===== config.mk =====
export PLATFORM = sky130hd
export DESIGN_NAME = traffic_phase_monitor_flat
export DESIGN_NICKNAME = d
export VERILOG_FILES = /design/src/rtl/traffic_phase_monitor_pkg.sv /design/src/rtl/traffic_phase_monitor_if.sv /design/src/rtl/traffic_phase_monitor_tracker.sv /design/src/rtl/traffic_phase_monitor.sv /design/src/flat_wrapper.sv
export SDC_FILE = /design/constraint.sdc
export NUM_CORES = 1
export LEC_CHECK = 0
export BUFFER_PORTS_ARGS = -buffer_cell sky130_fd_sc_hd__buf_2
export CELL_PAD_IN_SITES_DETAIL_PLACEMENT = 0
export CELL_PAD_IN_SITES_GLOBAL_PLACEMENT = 1
export CORE_MARGIN = 3
export CORE_UTILIZATION = 45
export CTS_CLUSTER_DIAMETER = 80
export DETAILED_ROUTE_END_ITERATION = 8
export GPL_ROUTABILITY_DRIVEN = 0
export PLACE_DENSITY = 0.77
export SYNTH_ARGS = -nofsm -noshare
export SYNTH_HDL_FRONTEND = slang
export SYNTH_HIERARCHICAL = 1
export SYNTH_SLANG_ARGS = --single-unit
export TNS_END_PERCENT = 1

===== constraint.sdc =====
create_clock -name clk -period 9.4 [get_ports clk]
set_clock_uncertainty 0.05 [all_clocks]
set_input_delay 1.88 -clock clk [delete_from_list [all_inputs] [get_ports clk]]
set_output_delay 1.88 -clock clk [all_outputs]
set_load 0.01 [all_outputs]

===== src/rtl/traffic_phase_monitor_pkg.sv =====
// Shared lamp encodings, phase states, fault codes and direction indices for the
// traffic phase monitor.
package traffic_phase_monitor_pkg;

    localparam logic [2:0] LT_RED = 3'b100;
    localparam logic [2:0] LT_YEL = 3'b010;
    localparam logic [2:0] LT_GRN = 3'b001;

    typedef enum logic [2:0] {
        PH_GRN = LT_GRN,
        PH_YEL = LT_YEL,
        PH_RED = LT_RED
    } phase_e;

    localparam logic [2:0] FC_NONE         = 3'd0;
    localparam logic [2:0] FC_CONFLICT     = 3'd1;
    localparam logic [2:0] FC_BAD_ENC      = 3'd2;
    localparam logic [2:0] FC_ILLEGAL      = 3'd3;
    localparam logic [2:0] FC_SHORT_GREEN  = 3'd4;
    localparam logic [2:0] FC_SHORT_YELLOW = 3'd5;
    localparam logic [2:0] FC_LONG_YELLOW  = 3'd6;
    localparam logic [2:0] FC_STALL        = 3'd7;

    localparam logic [1:0] DIR_N = 2'd0;
    localparam logic [1:0] DIR_E = 2'd1;
    localparam logic [1:0] DIR_S = 2'd2;
    localparam logic [1:0] DIR_W = 2'd3;

    // Bit 0 is N, so the lowest set bit gives the N>E>S>W tie-break.
    function automatic logic [1:0] first_dir(input logic [3:0] v);
        if (v[0])      return DIR_N;
        else if (v[1]) return DIR_E;
        else if (v[2]) return DIR_S;
        else           return DIR_W;
    endfunction

endpackage


===== src/rtl/traffic_phase_monitor_if.sv =====
// Bundle of the observed lamp signals and the monitor's fault/status outputs.
// master = controller/observer side, slave = monitor side.
interface traffic_phase_monitor_if;
    logic [2:0]  light_N;
    logic [2:0]  light_E;
    logic [2:0]  light_S;
    logic [2:0]  light_W;
    logic [3:0]  wait_time;
    logic        fault_clr;
    logic        fault;
    logic [2:0]  fault_code;
    logic [1:0]  fault_dir;
    logic [3:0]  fault_wait;
    logic [15:0] rotations;
    logic        phase_pulse;

    modport master (
        output light_N, light_E, light_S, light_W, wait_time, fault_clr,
        input  fault, fault_code, fault_dir, fault_wait, rotations, phase_pulse
    );

    modport slave (
        input  light_N, light_E, light_S, light_W, wait_time, fault_clr,
        output fault, fault_code, fault_dir, fault_wait, rotations, phase_pulse
    );
endinterface


===== src/rtl/traffic_phase_monitor_tracker.sv =====
// Per-approach phase tracker: follows RED->GREEN->YELLOW->RED, keeps a saturating
// dwell counter and flags encoding, transition and dwell violations on the current sample.
module light_dir_tracker
    import traffic_phase_monitor_pkg::*;
#(
    parameter int MIN_GREEN  = 2,
    parameter int MIN_YELLOW = 1,
    parameter int MAX_YELLOW = 4,
    parameter int CNT_W      = 8
) (
    input  logic       clk,
    input  logic       rst,
    input  logic [2:0] i_light,
    input  logic       i_base,
    input  logic       i_chk,
    output phase_e     o_phase,
    output logic       o_bad_enc,
    output logic       o_illegal,
    output logic       o_short_green,
    output logic       o_short_yel,
    output logic       o_long_yel,
    output logic       o_phase_chg
);

    phase_e             r_phase;
    logic [CNT_W-1:0]   r_cnt;
    logic               r_first;
    phase_e             w_cur;
    logic               w_bad;
    logic [CNT_W-1:0]   w_cnt_inc;

    assign w_bad     = (i_base || i_chk) && !$onehot(i_light);
    assign w_cnt_inc = (r_cnt == '1) ? r_cnt : r_cnt + 1'b1;
    assign o_phase   = r_phase;
    assign o_bad_enc = w_bad;

    always_comb begin
        case (i_light)
            LT_GRN:  w_cur = PH_GRN;
            LT_YEL:  w_cur = PH_YEL;
            default: w_cur = PH_RED;
        endcase
    end

    // Checks compare the stored phase (previous sample) with the current sample.
    always_comb begin
        o_illegal     = 1'b0;
        o_short_green = 1'b0;
        o_short_yel   = 1'b0;
        o_long_yel    = 1'b0;
        o_phase_chg   = 1'b0;
        if (i_chk && !w_bad) begin
            o_phase_chg = (w_cur != r_phase);
            case (r_phase)
                PH_RED: o_illegal = (w_cur == PH_YEL);
                PH_GRN: begin
                    o_illegal     = (w_cur == PH_RED);
                    o_short_green = (w_cur == PH_YEL) && !r_first && (r_cnt < CNT_W'(MIN_GREEN));
                end
                PH_YEL: begin
                    o_illegal   = (w_cur == PH_GRN);
                    o_short_yel = (w_cur == PH_RED) && !r_first && (r_cnt < CNT_W'(MIN_YELLOW));
                    o_long_yel  = (w_cur == PH_YEL) && (w_cnt_inc == CNT_W'(MAX_YELLOW + 1));
                end
                default: o_illegal = 1'b1;
            endcase
        end
    end

    // A badly encoded sample leaves phase and dwell untouched.
    always_ff @(posedge clk) begin
        if (rst) begin
            r_phase <= PH_RED;
            r_cnt   <= '0;
            r_first <= 1'b1;
        end else if (i_base && !w_bad) begin
            r_phase <= w_cur;
            r_cnt   <= CNT_W'(1);
            r_first <= 1'b1;
        end else if (i_chk && !w_bad) begin
            if (w_cur != r_phase) begin
                r_phase <= w_cur;
                r_cnt   <= CNT_W'(1);
                r_first <= 1'b0;
            end else begin
                r_cnt   <= w_cnt_inc;
            end
        end
    end

endmodule


===== src/rtl/traffic_phase_monitor.sv =====
// Passive safety monitor on the traffic light outputs: registers the lamps, runs one
// tracker per approach, and latches the first (highest priority) rule violation.
module traffic_phase_monitor
    import traffic_phase_monitor_pkg::*;
#(
    parameter int MIN_GREEN   = 2,
    parameter int MIN_YELLOW  = 1,
    parameter int MAX_YELLOW  = 4,
    parameter int MAX_ALL_RED = 8,
    parameter int CNT_W       = 8
) (
    input  logic                    clk,
    input  logic                    rst,
    traffic_phase_monitor_if.slave  mon
);

    logic [2:0]        r_light_p0 [4];
    logic [3:0]        r_wait_p0;
    logic              r_vld_p0;
    logic              r_smp_vld;
    logic [CNT_W-1:0]  r_allred_cnt;
    logic              r_fault;
    logic [2:0]        r_code;
    logic [1:0]        r_dir;
    logic [3:0]        r_fwait;
    logic [15:0]       r_rot;
    logic              r_pulse;

    logic              w_base, w_chk;
    phase_e            w_phase [4];
    logic [3:0]        w_bad, w_ill, w_sg, w_sy, w_ly, w_chg, w_nonred;
    logic              w_conflict, w_allred, w_stall, w_rot;
    logic [CNT_W-1:0]  w_allred_inc;
    logic [2:0]        w_code;
    logic [1:0]        w_dir;

    // Stage p0: sample the lamps and wait_time.
    always_ff @(posedge clk) begin
        r_light_p0[DIR_N] <= mon.light_N;
        r_light_p0[DIR_E] <= mon.light_E;
        r_light_p0[DIR_S] <= mon.light_S;
        r_light_p0[DIR_W] <= mon.light_W;
        r_wait_p0         <= mon.wait_time;
    end

    always_ff @(posedge clk) begin
        if (rst) begin
            r_vld_p0  <= 1'b0;
            r_smp_vld <= 1'b0;
        end else begin
            r_vld_p0  <= 1'b1;
            r_smp_vld <= r_smp_vld | r_vld_p0;
        end
    end

    assign w_base = r_vld_p0 && !r_smp_vld;
    assign w_chk  = r_vld_p0 && r_smp_vld;

    for (genvar g = 0; g < 4; g++) begin : g_trk
        light_dir_tracker #(
            .MIN_GREEN (MIN_GREEN),
            .MIN_YELLOW(MIN_YELLOW),
            .MAX_YELLOW(MAX_YELLOW),
            .CNT_W     (CNT_W)
        ) u_trk (
            .clk          (clk),
            .rst          (rst),
            .i_light      (r_light_p0[g]),
            .i_base       (w_base),
            .i_chk        (w_chk),
            .o_phase      (w_phase[g]),
            .o_bad_enc    (w_bad[g]),
            .o_illegal    (w_ill[g]),
            .o_short_green(w_sg[g]),
            .o_short_yel  (w_sy[g]),
            .o_long_yel   (w_ly[g]),
            .o_phase_chg  (w_chg[g])
        );
        assign w_nonred[g] = (r_light_p0[g] != LT_RED);
    end

    assign w_conflict   = r_vld_p0 && !$onehot0(w_nonred);
    assign w_allred     = r_vld_p0 && (w_nonred == 4'b0000);
    assign w_allred_inc = (r_allred_cnt == '1) ? r_allred_cnt : r_allred_cnt + 1'b1;
    assign w_stall      = w_allred && (w_allred_inc == CNT_W'(MAX_ALL_RED + 1));
    assign w_rot        = w_chg[DIR_W] && (w_phase[DIR_W] == PH_YEL) && (r_light_p0[DIR_W] == LT_RED);

    always_comb begin
        w_code = FC_NONE;
        w_dir  = DIR_N;
        if (w_conflict) begin
            w_code = FC_CONFLICT;
        end else if (|w_bad) begin
            w_code = FC_BAD_ENC;
            w_dir  = first_dir(w_bad);
        end else if (|w_ill) begin
            w_code = FC_ILLEGAL;
            w_dir  = first_dir(w_ill);
        end else if (|w_sg) begin
            w_code = FC_SHORT_GREEN;
            w_dir  = first_dir(w_sg);
        end else if (|w_sy) begin
            w_code = FC_SHORT_YELLOW;
            w_dir  = first_dir(w_sy);
        end else if (|w_ly) begin
            w_code = FC_LONG_YELLOW;
            w_dir  = first_dir(w_ly);
        end else if (w_stall) begin
            w_code = FC_STALL;
        end
    end

    // Stage p1: fault latch and status counters. A new violation wins over fault_clr.
    always_ff @(posedge clk) begin
        if (rst) begin
            r_allred_cnt <= '0;
            r_fault      <= 1'b0;
            r_code       <= FC_NONE;
            r_dir        <= DIR_N;
            r_fwait      <= 4'd0;
            r_rot        <= 16'd0;
            r_pulse      <= 1'b0;
        end else begin
            if (r_vld_p0)
                r_allred_cnt <= w_allred ? w_allred_inc : '0;
            if ((w_code != FC_NONE) && (!r_fault || mon.fault_clr)) begin
                r_fault <= 1'b1;
                r_code  <= w_code;
                r_dir   <= w_dir;
                r_fwait <= r_wait_p0;
            end else if (mon.fault_clr) begin
                r_fault <= 1'b0;
                r_code  <= FC_NONE;
                r_dir   <= DIR_N;
                r_fwait <= 4'd0;
            end
            if (w_rot)
                r_rot <= r_rot + 16'd1;
            r_pulse <= |w_chg;
        end
    end

    assign mon.fault       = r_fault;
    assign mon.fault_code  = r_code;
    assign mon.fault_dir   = r_dir;
    assign mon.fault_wait  = r_fwait;
    assign mon.rotations   = r_rot;
    assign mon.phase_pulse = r_pulse;

endmodule


===== src/flat_wrapper.sv =====
// flat-port wrapper written by rule: the top's interface ports become plain ports
module traffic_phase_monitor_flat import traffic_phase_monitor_pkg::*;
#(
    parameter int MIN_GREEN   = 2,
    parameter int MIN_YELLOW  = 1,
    parameter int MAX_YELLOW  = 4,
    parameter int MAX_ALL_RED = 8,
    parameter int CNT_W       = 8
)
  (clk, rst, mon_light_N, mon_light_E, mon_light_S, mon_light_W, mon_wait_time, mon_fault_clr, mon_fault, mon_fault_code, mon_fault_dir, mon_fault_wait, mon_rotations, mon_phase_pulse);
  traffic_phase_monitor_if mon_i ();
  input  logic clk;
  input  logic rst;
  input wire logic [$bits(mon_i.light_N)-1:0] mon_light_N;
  input wire logic [$bits(mon_i.light_E)-1:0] mon_light_E;
  input wire logic [$bits(mon_i.light_S)-1:0] mon_light_S;
  input wire logic [$bits(mon_i.light_W)-1:0] mon_light_W;
  input wire logic [$bits(mon_i.wait_time)-1:0] mon_wait_time;
  input wire logic [$bits(mon_i.fault_clr)-1:0] mon_fault_clr;
  output wire logic [$bits(mon_i.fault)-1:0] mon_fault;
  output wire logic [$bits(mon_i.fault_code)-1:0] mon_fault_code;
  output wire logic [$bits(mon_i.fault_dir)-1:0] mon_fault_dir;
  output wire logic [$bits(mon_i.fault_wait)-1:0] mon_fault_wait;
  output wire logic [$bits(mon_i.rotations)-1:0] mon_rotations;
  output wire logic [$bits(mon_i.phase_pulse)-1:0] mon_phase_pulse;
  assign mon_i.light_N = mon_light_N;
  assign mon_i.light_E = mon_light_E;
  assign mon_i.light_S = mon_light_S;
  assign mon_i.light_W = mon_light_W;
  assign mon_i.wait_time = mon_wait_time;
  assign mon_i.fault_clr = mon_fault_clr;
  assign mon_fault = mon_i.fault;
  assign mon_fault_code = mon_i.fault_code;
  assign mon_fault_dir = mon_i.fault_dir;
  assign mon_fault_wait = mon_i.fault_wait;
  assign mon_rotations = mon_i.rotations;
  assign mon_phase_pulse = mon_i.phase_pulse;
  traffic_phase_monitor #(.MIN_GREEN(MIN_GREEN), .MIN_YELLOW(MIN_YELLOW), .MAX_YELLOW(MAX_YELLOW), .MAX_ALL_RED(MAX_ALL_RED), .CNT_W(CNT_W)) u_core (.clk(clk), .rst(rst), .mon(mon_i));
endmodule

# After elaboration in Yosys (flattened, before gate mapping)
# Memory sizes are Yosys's and may differ from the RTL's.
# Cells that the tools add are included.
dict set report word_totals {
  out_inout_bits 27
  input_bits 19
  wordCells 302
  memories 1
  mem_bits_rw 12
  ff_bits 89
}
# name depth word_bits read_ports rd_ports_with_merged_regs write_ports line
set memory_table {}
lappend memory_table {u_core.r_light_p0 4 3 4 0 4 traffic_phase_monitor.sv:17} ;# logic [2:0] r_light_p0 [4];
dict set report classes {
  n_eq_ne 55
  mux 107
  bitwise_logic 1
  n_reduce_logical 86
  addsub 17
  n_lt_le_gt_ge 9
}
# op n
set ops {}
lappend ops {{$mux 8} 10}
lappend ops {{$mux 3} 21}
lappend ops {{$mux 1} 48}
lappend ops {{$add 8x1->8 const B} 5}
lappend ops {{$eq 8x8->1 const B} 5}
lappend ops {{$logic_and 1x1->1} 40}
lappend ops {{$eq 3x1->1 const B} 12}
lappend ops {{$eq 3x2->1 const B} 12}
lappend ops {{$mux 2} 18}
lappend ops {{$eq 8x3->1 const B} 4}
lappend ops {{$lt 8x1->1 const B} 4}
lappend ops {{$lt 8x2->1 const B} 4}
lappend ops {{$eq 3x3->1 const B} 9}
lappend ops {{$pmux 3 s2} 4}
lappend ops {{$reduce_or 4->1} 6}
lappend ops {{$reduce_bool 2->1} 9}
lappend ops {{$add 16x1->16 const B} 1}
lappend ops {{$reduce_and 2->1} 8}
lappend ops {{$logic_not 1->1} 15}
lappend ops {{$add 1x1->2} 6}
lappend ops {{$ne 3x3->1} 4}
lappend ops {{$ne 3x3->1 const B} 4}
lappend ops {{$pmux 1 s3} 4}
lappend ops {{$add 2x1->2} 4}
lappend ops {{10 further kinds} 18}

# Longest topological paths before layout
# Gate-level depths: netlist of run 1.
# An unclocked memory read counts as a cell.
dict set report logic_depth {
  word_depth 19
  ltp_mapped 13
  depth_no_buf 11
}

# Hierarchy
# Netlist of run 1, hierarchy kept.
# module n_inst seq_area_each_um2 area_each_um2 cells_per_inst
set modules_own_cells {}
lappend modules_own_cells {light_dir_tracker 4 240.2 1002.2 115}
lappend modules_own_cells {traffic_phase_monitor 1 1061.0 2414.8 279}

# Worst setup path after synthesis of run 1
# Ideal clock, no wire load.
dict set report synth_timing {
  path_type {register -> register}
  startpoint {memory u_core.r_light_p0[0][0]}
  endpoint {register u_core.r_fwait[0], in the netlist u_core/mon.fault_wait[0]}
  period_less_slack_ns 3.069
  path_slack_ns 6.331
  stages_incl_launch_ff 12
  arrival_time_ns 2.897
  required_ns 9.228
  path_buffers 1
  setup_ns 0.122
  cell_sequence {dfxtp_1 -> fa_1 -> nand3b_1 -> nor2_2 -> nand2_1 -> nor4_1 -> or4_1 -> or2_2 -> clkbuf_1 -> nor3_1 -> and4_4 -> a221o_1}
}
# element line
set synth_lines {}
lappend synth_lines {{start, declared} traffic_phase_monitor.sv:17}
lappend synth_lines {{end signal, assigned} traffic_phase_monitor.sv:130} ;# r_fwait <= r_wait_p0;
lappend synth_lines {{end, declared} traffic_phase_monitor.sv:25} ;# logic [3:0] r_fwait;

# Final worst setup path of run 1
dict set report layout_timing {
  startpoint {register u_core.r_vld_p0}
  endpoint {register u_core.r_fwait[2], in the netlist u_core/mon.fault_wait[2]}
}
dict set report layout_between {
  elab_cells_between_ends 50
  cone_classes {24 x mux; 26 x reduce/logical}
}
# element line
set layout_lines {}
lappend layout_lines {{start, declared} traffic_phase_monitor.sv:19} ;# logic r_vld_p0;
lappend layout_lines {{start signal, assigned} traffic_phase_monitor.sv:48} ;# r_vld_p0 <= 1'b0;
lappend layout_lines {{start signal, assigned} traffic_phase_monitor.sv:51} ;# r_vld_p0 <= 1'b1;
lappend layout_lines {{$logic_and 1x1->1 (*)} traffic_phase_monitor.sv:57} ;# assign w_chk = r_vld_p0 && r_smp_vld;
lappend layout_lines {{named net u_core.w_chk} traffic_phase_monitor.sv:29} ;# logic w_base, w_chk;
lappend layout_lines {{$logic_or 1x1->1} traffic_phase_monitor_tracker.sv:32} ;# assign w_bad = (i_base || i_chk) && !$onehot(i_light);
lappend layout_lines {{$logic_and 1x1->1} traffic_phase_monitor_tracker.sv:32}
lappend layout_lines {{$logic_not 1->1} traffic_phase_monitor_tracker.sv:52} ;# if (i_chk && !w_bad) begin
lappend layout_lines {{$logic_and 1x1->1 (*)} traffic_phase_monitor_tracker.sv:52}
lappend layout_lines {{$mux 1 (*)} traffic_phase_monitor_tracker.sv:52}
lappend layout_lines {{named net u_core.w_sg[1]} traffic_phase_monitor.sv:31} ;# logic [3:0] w_bad, w_ill, w_sg, w_sy, w_ly, w_chg, w_nonred;
lappend layout_lines {{$reduce_or 4->1 (*)} traffic_phase_monitor.sv:99} ;# end else if (|w_sg) begin
lappend layout_lines {{$mux 3 (*)} traffic_phase_monitor.sv:99}
lappend layout_lines {{$mux 3 (*)} traffic_phase_monitor.sv:96} ;# end else if (|w_ill) begin
lappend layout_lines {{$mux 3 (*)} traffic_phase_monitor.sv:93} ;# end else if (|w_bad) begin
lappend layout_lines {{$mux 3 (*)} traffic_phase_monitor.sv:91} ;# if (w_conflict) begin
lappend layout_lines {{$reduce_bool 3->1 (*)} traffic_phase_monitor.sv:126} ;# if ((w_code != FC_NONE) && (!r_fault || mon.fault_clr)) begin
lappend layout_lines {{$logic_and 1x1->1 (*)} traffic_phase_monitor.sv:126}
lappend layout_lines {{$mux 4 or $reduce_bool 2->1 (tied branches)} --}
# The timed path passes the listed nets; every way through them passes the cells marked *.
# A chain may end at the register's enable or synchronous reset.

==> summary.md, run 1 <==
| Metric | Value |
|---|---|
| Clk Latency, worst-skew pair | `0.35 ns` |
| Register bit total from synthesis | `101` |
| Relative slew slack | `17.8%` |
| Critical path class | `flop to flop` |
| Leak pwr | `2.62 nW` |
| Critical path endpoint category | `flop` |
| Cell taking the most area after synthesis | `dfxtp_1` |
| Total Wirelength | `15.9 mm` |
| Nets@finish | `796` |
| Diodes inserted | `0` |
| Synth Flop Type | `dfxtp_1` |
| Synth cell types | `76` |
| Post-synth ARST share | `0%` |
| Share of layout cells above drive strength 1 | `16.1%` |
| Slew @ Worst Pin | `1.22 ns` |
| Comb power frac | `11.0%` |
| Row count | `43` |
| WP data arrival | `3.99 ns` |
| Tcrit/Tclk final | `40.5%` |
| Clock sinks | `101` |
| Worst Min Path Start | `u_core/g_trk[1].u_trk/r_first` |
| Die Area | `0.0157 mm²` |
| Post-synth EDFFs | `0` |
| Cell Pwr Density | `136 mW/mm²` |
| Hold WS | `0.430 ns` |
| Achievable Freq | `263 MHz` |
| Sw Share | `25.7%` |
| Initial DRC Count | `496` |
| Vias in the first global route | `5,298` |
| Cts bufs inserted | `9` |
| CTS tree | `yes` |
| Pins over their slew limit | `0` |
| Post-DP HPWL | `11.3 mm` |
| Most common cell after layout, fill and taps aside | `dfxtp_1` |
| Most frequent cells in the layout | `dfxtp_1, nor2_1, a21oi_1` |
| Mapped Cells | `739` |
| Worst IR drop on VDD | `0.0971 mV` |
| # IOs | `46` |
| Max cap viols | `0` |
| Core area | `0.0139 mm²` |
| Starting Density | `46.1%` |
| P_int | `0.703 mW` |
| Final hold viol count | `0` |
| Antenna violations before repair | `0` |
| Hold Buf Count CTS | `0` |
| CP required | `9.59 ns` |
| Worst setup path startpoint | `u_core/r_vld_p0` |
| Post-synth top area share | `31.5%` |
| Sequential share of the synthesized area | `31.5%` |
| Area grow syn2layout | `8.40%` |
| CTS H-tree depth | `3` |
| ANT nets after route | `0` |
| Synthesized net count | `774` |
| Largest net degree at the start of global routing | `75` |
| Total GRT Usage | `20.1%` |
| Post-CTS Setup Bufs | `0` |
| Ranking of synthesized cells by area | `dfxtp_1, nor2_1, a21oi_1, mux2i_1, nand3_1` |
| Global-route wire length before repair | `26.6 mm` |
| Sequential power share | `48.2%` |
| Net Switching | `0.243 mW` |
| Startpoint types | `flop` |
| 1st-pass router iterations | `5` |
| Critical path peak fanout | `12` |
| DRC viols | `0` |
| Gr ovfl total | `0` |
| Final Critical Period | `3.80 ns` |
| Port Buffers | `45` |
| CTS root buffer | `clkbuf_16` |
| Vias per inst | `6.09` |
| DR WL/cell | `16.8 µm` |
| Crit path cell chain | `and2_1 > nand3b_1 > nor2_2 > nand2_1 > nor4_1 > or4_1 > or2_2 > nor3_1 > and4_4 > a221o_1` |
| Non-Filler Instances | `946` |
| Clk slew on worst S/H paths | `0.07 ns` |
| Clock network fraction of total power | `40.8%` |
| Worst min-delay path class | `flop to flop` |
| Chip height | `125 µm` |
| CP max stage cell | `nor4_1` |
| Worst R2R Start | `u_core/r_vld_p0` |
| Placed Cells | `930` |
| Final setup viols | `0` |
| Synth warn | `6` |
| Post-Syn Area per Cell | `8.69 µm²` |
| Mapped Area | `0.00642 mm²` |
| RSZ-0062 raised after global routing | `no` |
| Bufs on Longest Clock Path | `2` |
| CP max stage delay | `0.66 ns` |
| Via count | `5,758` |
| Die X | `125 µm` |
| Setup TNS | `0 ns` |
| CTS-repair resized insts | `0` |
| Status | `complete, no violations` |
cell type report:
| class | instances | area, µm² |
|---|---|---|
| Tap cell | 180 | 225 |
| Timing Repair Buffer | 46 | 233 |
| Multi-Input combinational cell | 566 | 4040 |
| Clock inverter | 5 | 56.3 |
| Inverter | 37 | 139 |
| Clock buffer | 11 | 253 |
| Fill cell | 1347 | 6970 |
| Sequential cell | 101 | 2020 |
power groups by stage:
stage          clock network, mW  registers, mW  logic, mW
6_report                   0.386          0.456      0.104
5_1_grt                    0.417          0.458      0.115
4_1_cts                    0.398          0.455      0.103
3_5_place_dp                   0          0.465      0.103
3_3_place_gp                   0          0.465      0.102
2_1_floorplan                  0          0.461     0.0798
worst paths after layout:
kind	to	slack, ns	cells past startpoint
min	u_core/g_trk[1].u_trk/r_first	0.43	2
max reg2reg	u_core/mon.fault_wait[2]	5.60	10
max	u_core/mon.fault_wait[2]	5.60	10
min reg2reg	u_core/g_trk[1].u_trk/r_first	0.43	2
critical path, delay by kind of cell, from the launching register on:
kind | cells | cell delay [ns]
AND/OR/NAND/NOR | 9 | 2.70
flip-flops | 1 | 0.58
AO/OA/AOI/OAI | 1 | 0.35
kinds of logic (layout without fill, tap and decap cells):
| family | Yosys count | after routing | synth area share [%] |
|---|---|---|---|
| adders and majority gates | 16 | 16 | 3.70 |
| and+or+nand+nor | 338 | 338 | 30.5 |
| xor gates and xnor gates | 27 | 27 | 4.15 |
| buffers and inverters | 72 | 99 | 5.71 |
| AOI/OAI and AO/OA | 169 | 169 | 22.0 |
| muxes | 16 | 16 | 2.49 |
| DFF | 101 | 101 | 31.5 |
metrics by stage:
step	setup WS (ns)	utilization [%]	cell area, µm²	power, mW
floorplan	6.33	-	6420	0.540
global route	5.35	50.0	6960	0.989
detailed placement	5.74	47.8	6650	0.568
global placement	5.85	47.8	6650	0.567
finish	5.60	50.0	6960	0.946
CTS	5.73	50.0	6960	0.956
Yosys cell counts, drive strengths merged, types with 8 or more instances:
cell	instances
clkbuf	17
buf	18
nand2	36
and4bb	8
and3	21
xor2	11
nand4	20
nand2b	22
xnor2	16
a2111oi	13
ha	11
or4	8
nand3	29
nor2	89
nor4	20
o221a	12
o21ai	23
nor3b	8
nor3	19
mux2i	16
and4	13
a211oi	8
and3b	8
a21oi	47
inv	37
dfxtp	101
o2bb2ai	9
registers in the layout, indices dropped and copies added (netlist names):
register                    flops
u_core/r_wait_p0                4
u_core/g_trk.u_trk/o_phase     12
u_core/mon.phase_pulse          1
u_core/mon.rotations           16
u_core/mon.fault_dir            2
u_core/r_allred_cnt             8
u_core/g_trk.u_trk/r_cnt       32
u_core/mon.fault_code           3
u_core/r_smp_vld                1
u_core/g_trk.u_trk/r_first      4
u_core/r_light_p0              12
u_core/mon.fault                1
u_core/r_vld_p0                 1
u_core/mon.fault_wait           4
per-layer routing:
metal,wire (µm),up-vias,track usage [%],part of all wire (%)
li1,-,2813,-,-
met1,7340,2750,27.1,46
met2,7440,173,32.1,47
met3,830,22,4.91,5.2
met4,284,0,5.74,1.8
met5,0,-,0,0
Power figures use the tool's default switching activity.
==> run 2: changes to the inputs <==
ABC_AREA = 1   (was not set)
CORE_UTILIZATION = 44   (was 45)
PLACE_DENSITY = 0.8   (was 0.77)
clock period = 3.7 ns   (was 9.4 ns; I/O delays follow)
==> run 2 against run 1 <==
Die area grew 4.2%. Maximum frequency grew 16%. Wire length grew 0.84%. Via count grew 8.1%. Synthesized cell count grew 32%. Worst setup slack lost 5.2 ns. Sequential power grew to 2.5 times the previous value. Cell area grew 5.4%. Power grew to 2.7 times the previous value. Largest cell class unchanged. Largest power group unchanged.
==> summary.md, run 2 <==
| Metric | Value |
|---|---|
| Max cap viols | `0` |
| Leak pwr | `3.13 nW` |
| ANT nets after route | `0` |
| Worst R2R Start | `u_core/r_light_p0[3][0]` |
| Most frequent cells in the layout | `nand2_1, inv_1, nand3_1` |
| Cell taking the most area after synthesis | `dfxtp_1` |
| Max reg flops | `32` |
| Pwr Total | `2.57 mW` |
| CTS tree | `yes` |
| Relative slew slack | `61.7%` |
| Reg-to-reg setup timing slack | `0.41 ns` |
| Mapped Area | `0.00656 mm²` |
| CTS H-tree depth | `3` |
| Post-Syn Area per Cell | `6.72 µm²` |
| Hold WS | `0.428 ns` |
| Global-route wire length before repair | `27.9 mm` |
| Die X | `128 µm` |
| DR WL/cell | `13.2 µm` |
| Chip height | `128 µm` |
| Share of layout cells above drive strength 1 | `15.6%` |
| RSZ-0062 raised after global routing | `no` |
| Synth top cells by count | `nand2_1, inv_1, nand3_1, dfxtp_1, nor2_1` |
| Most common cell after layout, fill and taps aside | `nand2_1` |
| Critical path peak fanout | `8` |
| Area grow syn2layout | `12.0%` |
| Vias per inst | `5.13` |
| # IOs | `46` |
| Bufs on Longest Clock Path | `2` |
| Synth warn | `6` |
| Nets@finish | `1,065` |
| Sw Share | `28.2%` |
| Net Switching | `0.725 mW` |
| Hold Crit Depth | `2` |
| Sequential share of the synthesized area | `30.8%` |
| Mapped Cells | `975` |
| FILL cells | `1,510` |
| Pins over their slew limit | `0` |
| Final setup viols | `0` |
| Tcrit/Tclk final | `88.9%` |
| Clk Latency, worst-skew pair | `0.35 ns` |
| 1st-pass router iterations | `5` |
| Worst Min Path Start | `u_core/r_wait_p0[2]` |
| Critical path class | `flop to flop` |
| Startpoint types | `flop` |
| Synth Flop Type | `dfxtp_1` |
| Initial DRC Count | `323` |
| CP required | `3.89 ns` |
| Setup ws final | `0.411 ns` |
| Gr ovfl total | `0` |
| Post-synth EDFFs | `0` |
| Diodes inserted | `0` |
| Cell Pwr Density | `350 mW/mm²` |
| Hold EP | `u_core/mon.fault_wait[2]` |
| Final Critical Period | `3.29 ns` |
| Total GRT Usage | `20.7%` |
| Worst min-delay path class | `flop to flop` |
| Synth cell types | `45` |
| Die Area | `0.0164 mm²` |
| Port Buffers | `45` |
| Synthesized net count | `1,010` |
| Starting Density | `46.2%` |
| Clock sinks | `101` |
| Cts bufs inserted | `9` |
| CTS-repair resized insts | `0` |
| Vias in the first global route | `5,816` |
| Dpl ws | `0.408 ns` |
| Post-DP HPWL | `12.0 mm` |
| DRC viols | `0` |
| Antenna violations before repair | `0` |
| R2r endpoint | `u_core/mon.rotations[15]` |
| P_int | `1.85 mW` |
| Critical path endpoint category | `flop` |
| Worst Reg-to-Reg Cells | `16` |
| Status | `complete, no violations` |
| Register bit total from synthesis | `101` |
| Post-CTS Setup Bufs | `0` |
| Worst IR drop on VDD | `0.316 mV` |
| Core area | `0.0142 mm²` |
| Clock network fraction of total power | `40.3%` |
| Most common cell in the netlist | `nand2_1` |
| Slew @ Worst Pin | `0.570 ns` |
| Register bank with the most flops | `u_core/g_trk.u_trk/r_cnt` |
| CTS root buffer | `clkbuf_16` |
| Setup TNS | `0 ns` |
| Ranking of synthesized cells by area | `dfxtp_1, nand2_1, nand3_1, inv_1, nor2_1` |
| Achievable Freq | `304 MHz` |
| Via count | `6,226` |
| Comb power frac | `14.4%` |
| Clk slew on worst S/H paths | `0.07 ns` |
| Hold Buf Count CTS | `0` |
| WP data arrival | `3.48 ns` |
| Total Wirelength | `16.0 mm` |
| Post-synth ARST share | `0%` |
| Final hold viol count | `0` |
| Post-synth top area share | `30.8%` |
| Largest net degree at the start of global routing | `28` |
| Sequential power share | `45.3%` |
| Row count | `43` |
-- run 2: changes by cell type in the layout (fill, tap and decap cells not counted), moves of 21 or more --
| cell | before | now |
|---|---|---|
| nand2b_1 | 22 | 0 |
| inv_1 | 37 | 132 |
| nand4_1 | 20 | 44 |
| a21oi_1 | 47 | 68 |
| nand2_2 | 0 | 30 |
| nand3_1 | 28 | 113 |
| nand2_1 | 36 | 214 |
-- run 2: worst max path at each step --
stage	startpoint	end	slack [ns]	cells after the start
3_3_place_gp	u_core/r_light_p0[3][0]	u_core/mon.rotations[15]	0.46	16
5_1_grt	u_core/r_light_p0[1][0]	u_core/mon.fault_dir[1]	0.0006	16
4_1_cts	u_core/r_light_p0[1][0]	u_core/mon.fault_wait[3]	0.38	16
2_1_floorplan	u_core/r_light_p0[1][0]	u_core/mon.fault_code[2]	0.88	17
6_report	u_core/r_light_p0[3][0]	u_core/mon.rotations[15]	0.41	16
3_5_place_dp	u_core/r_light_p0[3][0]	u_core/mon.rotations[15]	0.41	16
-- run 2: area by class of cell --
class	instances	area (µm²)	area share (%)
clock inverter	6	93.8	1.28
inverter	137	514	7.00
sequential	101	2020	27.5
tap	180	225	3.07
multi-input combinational	728	3980	54.2
timing repair buffer	53	285	3.89
clock buffer	9	225	3.07
-- run 2: cell families (layout without fill, tap and decap cells) --
kind of cell,count (synthesis),after routing,share of synthesized area (%)
and+or+nand+nor,583,583,45.2
buffers and inverters,146,205,8.49
AOI/OAI and AO/OA,117,117,10.3
DFF,101,101,30.8
adders and majority gates,16,16,3.63
xor gates and xnor gates,12,12,1.60
-- run 2: routing by layer --
| metal | track usage [%] | wire (µm) |
|---|---|---|
| met1 | 28.7 | 8030 |
| met2 | 32.3 | 7080 |
| met3 | 4.54 | 658 |
| met4 | 5.99 | 259 |
| met5 | 0 | 0 |
-- run 2: power by group through the flow --
| stage | clock network, mW | registers (mW) | logic [mW] |
|---|---|---|---|
| 2_1_floorplan | 0 | 1.18 | 0.283 |
| 3_3_place_gp | 0 | 1.19 | 0.372 |
| 3_5_place_dp | 0 | 1.19 | 0.372 |
| 4_1_cts | 1.07 | 1.16 | 0.374 |
| 5_1_grt | 1.13 | 1.17 | 0.421 |
| 6_report | 1.04 | 1.16 | 0.371 |
-- run 2: through the flow --
stage	cells	util (%)	area (µm²)
after floorplan	975	-	6560
after global placement	1199	49.4	7020
after detailed placement	1199	49.4	7020
after CTS	1214	51.7	7340
after global routing	1214	51.7	7340
final	1214	51.7	7340
-- run 2: critical path, stage by stage, from the launching register on --
cell	delay, ns
dfxtp_1	0.38
fa_1	0.57
nand2_1	0.08
nor2_2	0.26
nand2_1	0.09
inv_1	0.13
nand2_1	0.08
nor2_1	0.35
inv_2	0.15
nor3_1	0.25
nand2_1	0.13
nor3_2	0.16
nand3_1	0.14
inv_1	0.07
nand4_1	0.08
xor2_1	0.14
nor2_1	0.05
==> run 3: changes to the inputs <==
CORE_UTILIZATION = 45   (was 44)
CTS_BUF_LIST = sky130_fd_sc_hd__clkbuf_4   (was not set)
PLACE_DENSITY = 0.81   (was 0.8)
==> run 3 against run 2 <==
Global-route usage about the same. Sequential power about the same. Die area decreased by 2.1%. Critical path depth unchanged. Clock power decreased by 38%. Non-clock buffer count decreased by 2. Flip-flop and latch count unchanged. Via count increased by 1.8%. Worst setup slack got worse by 0.041 ns.
==> summary.md, run 3 (synthesis results as in run 2) <==
| Metric | Value |
|---|---|
| Setup TNS | `0 ns` |
| Reg area | `0.00202 mm²` |
| Vias per inst | `5.22` |
| CTS-repair resized insts | `0` |
| DR WL/cell | `13.3 µm` |
| Via count | `6,338` |
| Clk Latency, worst-skew pair | `0.50 ns` |
| # IOs | `46` |
| Die X | `127 µm` |
| Global-route wire length before repair | `27.6 mm` |
| Critical path endpoint category | `flop` |
| DRC viols | `0` |
| Row count | `43` |
| Gr ovfl total | `0` |
| Total GRT Usage | `20.7%` |
| Sequential power share | `53.4%` |
| Max cap viols | `0` |
| Worst min-delay path class | `input pin to flop` |
| Antenna violations before repair | `1` |
| Post-CTS Setup Bufs | `0` |
| Core area | `0.0140 mm²` |
| Startpoint types | `flop` |
| Post-DP HPWL | `12.1 mm` |
| Die Area | `0.0161 mm²` |
| Achievable Freq | `300 MHz` |
| 1st-pass router iterations | `5` |
| Critical path peak fanout | `14` |
| Comb power frac | `17.1%` |
| Final Critical Period | `3.33 ns` |
| Leak pwr | `3.04 nW` |
| CP required | `4.08 ns` |
| ANT nets after route | `0` |
| Max reg flops | `32` |
| Tcrit/Tclk final | `90.0%` |
| Nets@finish | `1,063` |
| Slew @ Worst Pin | `0.599 ns` |
| Critical path class | `flop to flop` |
| Worst R2R Start | `u_core/r_light_p0[0][0]` |
| Post-layout util | `51.1%` |
| Net Switching | `0.708 mW` |
| Multi-input gate area | `0.00398 mm²` |
| R2r endpoint | `u_core/mon.fault_code[1]` |
| Port Buffers | `45` |
| Starting Density | `46.7%` |
| Share of layout cells above drive strength 1 | `15.5%` |
| Clock network fraction of total power | `29.5%` |
| Chip height | `127 µm` |
| Final setup viols | `0` |
| Hold EP | `u_core/r_wait_p0[0]` |
| Cts bufs inserted | `9` |
| Relative slew slack | `59.7%` |
| Hold Crit Depth | `1` |
| Clk slew on worst S/H paths | `0.18 ns` |
| Status | `complete, no violations` |
| Sw Share | `32.5%` |
| Vias in the first global route | `5,532` |
| Most frequent cells in the layout | `nand2_1, inv_1, nand3_1` |
| Clock sinks | `101` |
| P_int | `1.47 mW` |
| Cell Pwr Density | `304 mW/mm²` |
| Total Wirelength | `16.1 mm` |
| Pins over their slew limit | `0` |
| Most common cell after layout, fill and taps aside | `nand2_1` |
| WP data arrival | `3.71 ns` |
| Reg-to-reg setup timing slack | `0.37 ns` |
| Hold Buf Count CTS | `0` |
| Initial DRC Count | `385` |
| FILL cells | `1,458` |
| RSZ-0062 raised after global routing | `no` |
| Largest net degree at the start of global routing | `28` |
| Worst IR drop on VDD | `0.246 mV` |
| Final hold viol count | `0` |
| CTS tree | `yes` |
| CTS root buffer | `clkbuf_4` |
| Bufs on Longest Clock Path | `2` |
| CTS H-tree depth | `3` |
| Worst Min Path Start | `mon_wait_time[0]` |
| Area grow syn2layout | `9.41%` |
| Register bank with the most flops | `u_core/g_trk.u_trk/r_cnt` |
| Worst Reg-to-Reg Cells | `16` |
run 3: cell count changes in the layout (fill, tap and decap cells not counted), sizes merged:
cell | before | now
bufinv | 2 | 1
clkinv | 4 | 5
buf | 53 | 51
diode | 0 | 1
inv | 137 | 138
run 3: final cells by class:
type	count	share of cell area [%]
multi-input combinational	728	55.5
clock buffer	9	0.942
tap	180	3.14
sequential	101	28.2
antenna	1	0.0349
clock inverter	7	1.24
timing repair buffer	51	3.77
inverter	137	7.17
run 3: through the flow:
step	instance area [µm²]	power [mW]	hold slack, ns	std cells	worst slack [ns]
CTS	7160	2.21	0.223	1213	0.228
finish	7170	2.18	0.271	1214	0.370
global placement	7010	1.56	0.410	1197	0.343
detailed placement	7010	1.56	0.409	1197	0.274
global route	7170	2.31	0.211	1214	0.0406
floorplan	6560	1.47	0.399	975	0.880
run 3: critical path, cell delays in order (launching register included):
cell and delay (ns):
dfxtp_1 0.41, fa_1 0.60, nand2_1 0.10, nor2_2 0.42
nand4_1 0.14, nor4_1 0.31, nor2_1 0.07, inv_1 0.09
nor3_1 0.07, and2_1 0.21, nand2_1 0.08, nand2_2 0.07
a21oi_4 0.14, nand3_4 0.13, nand2_4 0.15, nand3_1 0.09
a21oi_1 0.13
run 3: power by group through the flow:
stage	sequential, mW	clock [mW]	combinational (mW)
floorplan	1.18	0	0.283
global placement	1.19	0	0.372
detailed placement	1.19	0	0.370
CTS	1.17	0.676	0.372
global route	1.17	0.711	0.423
finish	1.17	0.643	0.373
run 3: worst max path at each step:
stage / startpoint / endpoint / slack [ns] / cells past startpoint
6_report: u_core/r_light_p0[0][0] / u_core/mon.fault_code[1] / 0.37 / 16
5_1_grt: u_core/r_light_p0[0][0] / u_core/mon.fault_dir[1] / 0.04 / 16
4_1_cts: u_core/r_light_p0[1][0] / u_core/mon.fault_dir[1] / 0.23 / 16
3_5_place_dp: u_core/r_light_p0[1][0] / u_core/mon.fault_code[0] / 0.27 / 16
3_3_place_gp: u_core/r_light_p0[1][0] / u_core/mon.fault_wait[3] / 0.34 / 16
2_1_floorplan: u_core/r_light_p0[1][0] / u_core/mon.fault_code[2] / 0.88 / 17
run 3: layer usage:
metal	vias up	wire (µm)	track usage [%]
li1	3333	-	-
met1	2852	8400	31.0
met2	142	6870	30.7
met3	11	682	3.49
met4	0	168	5.30
met5	-	0	0
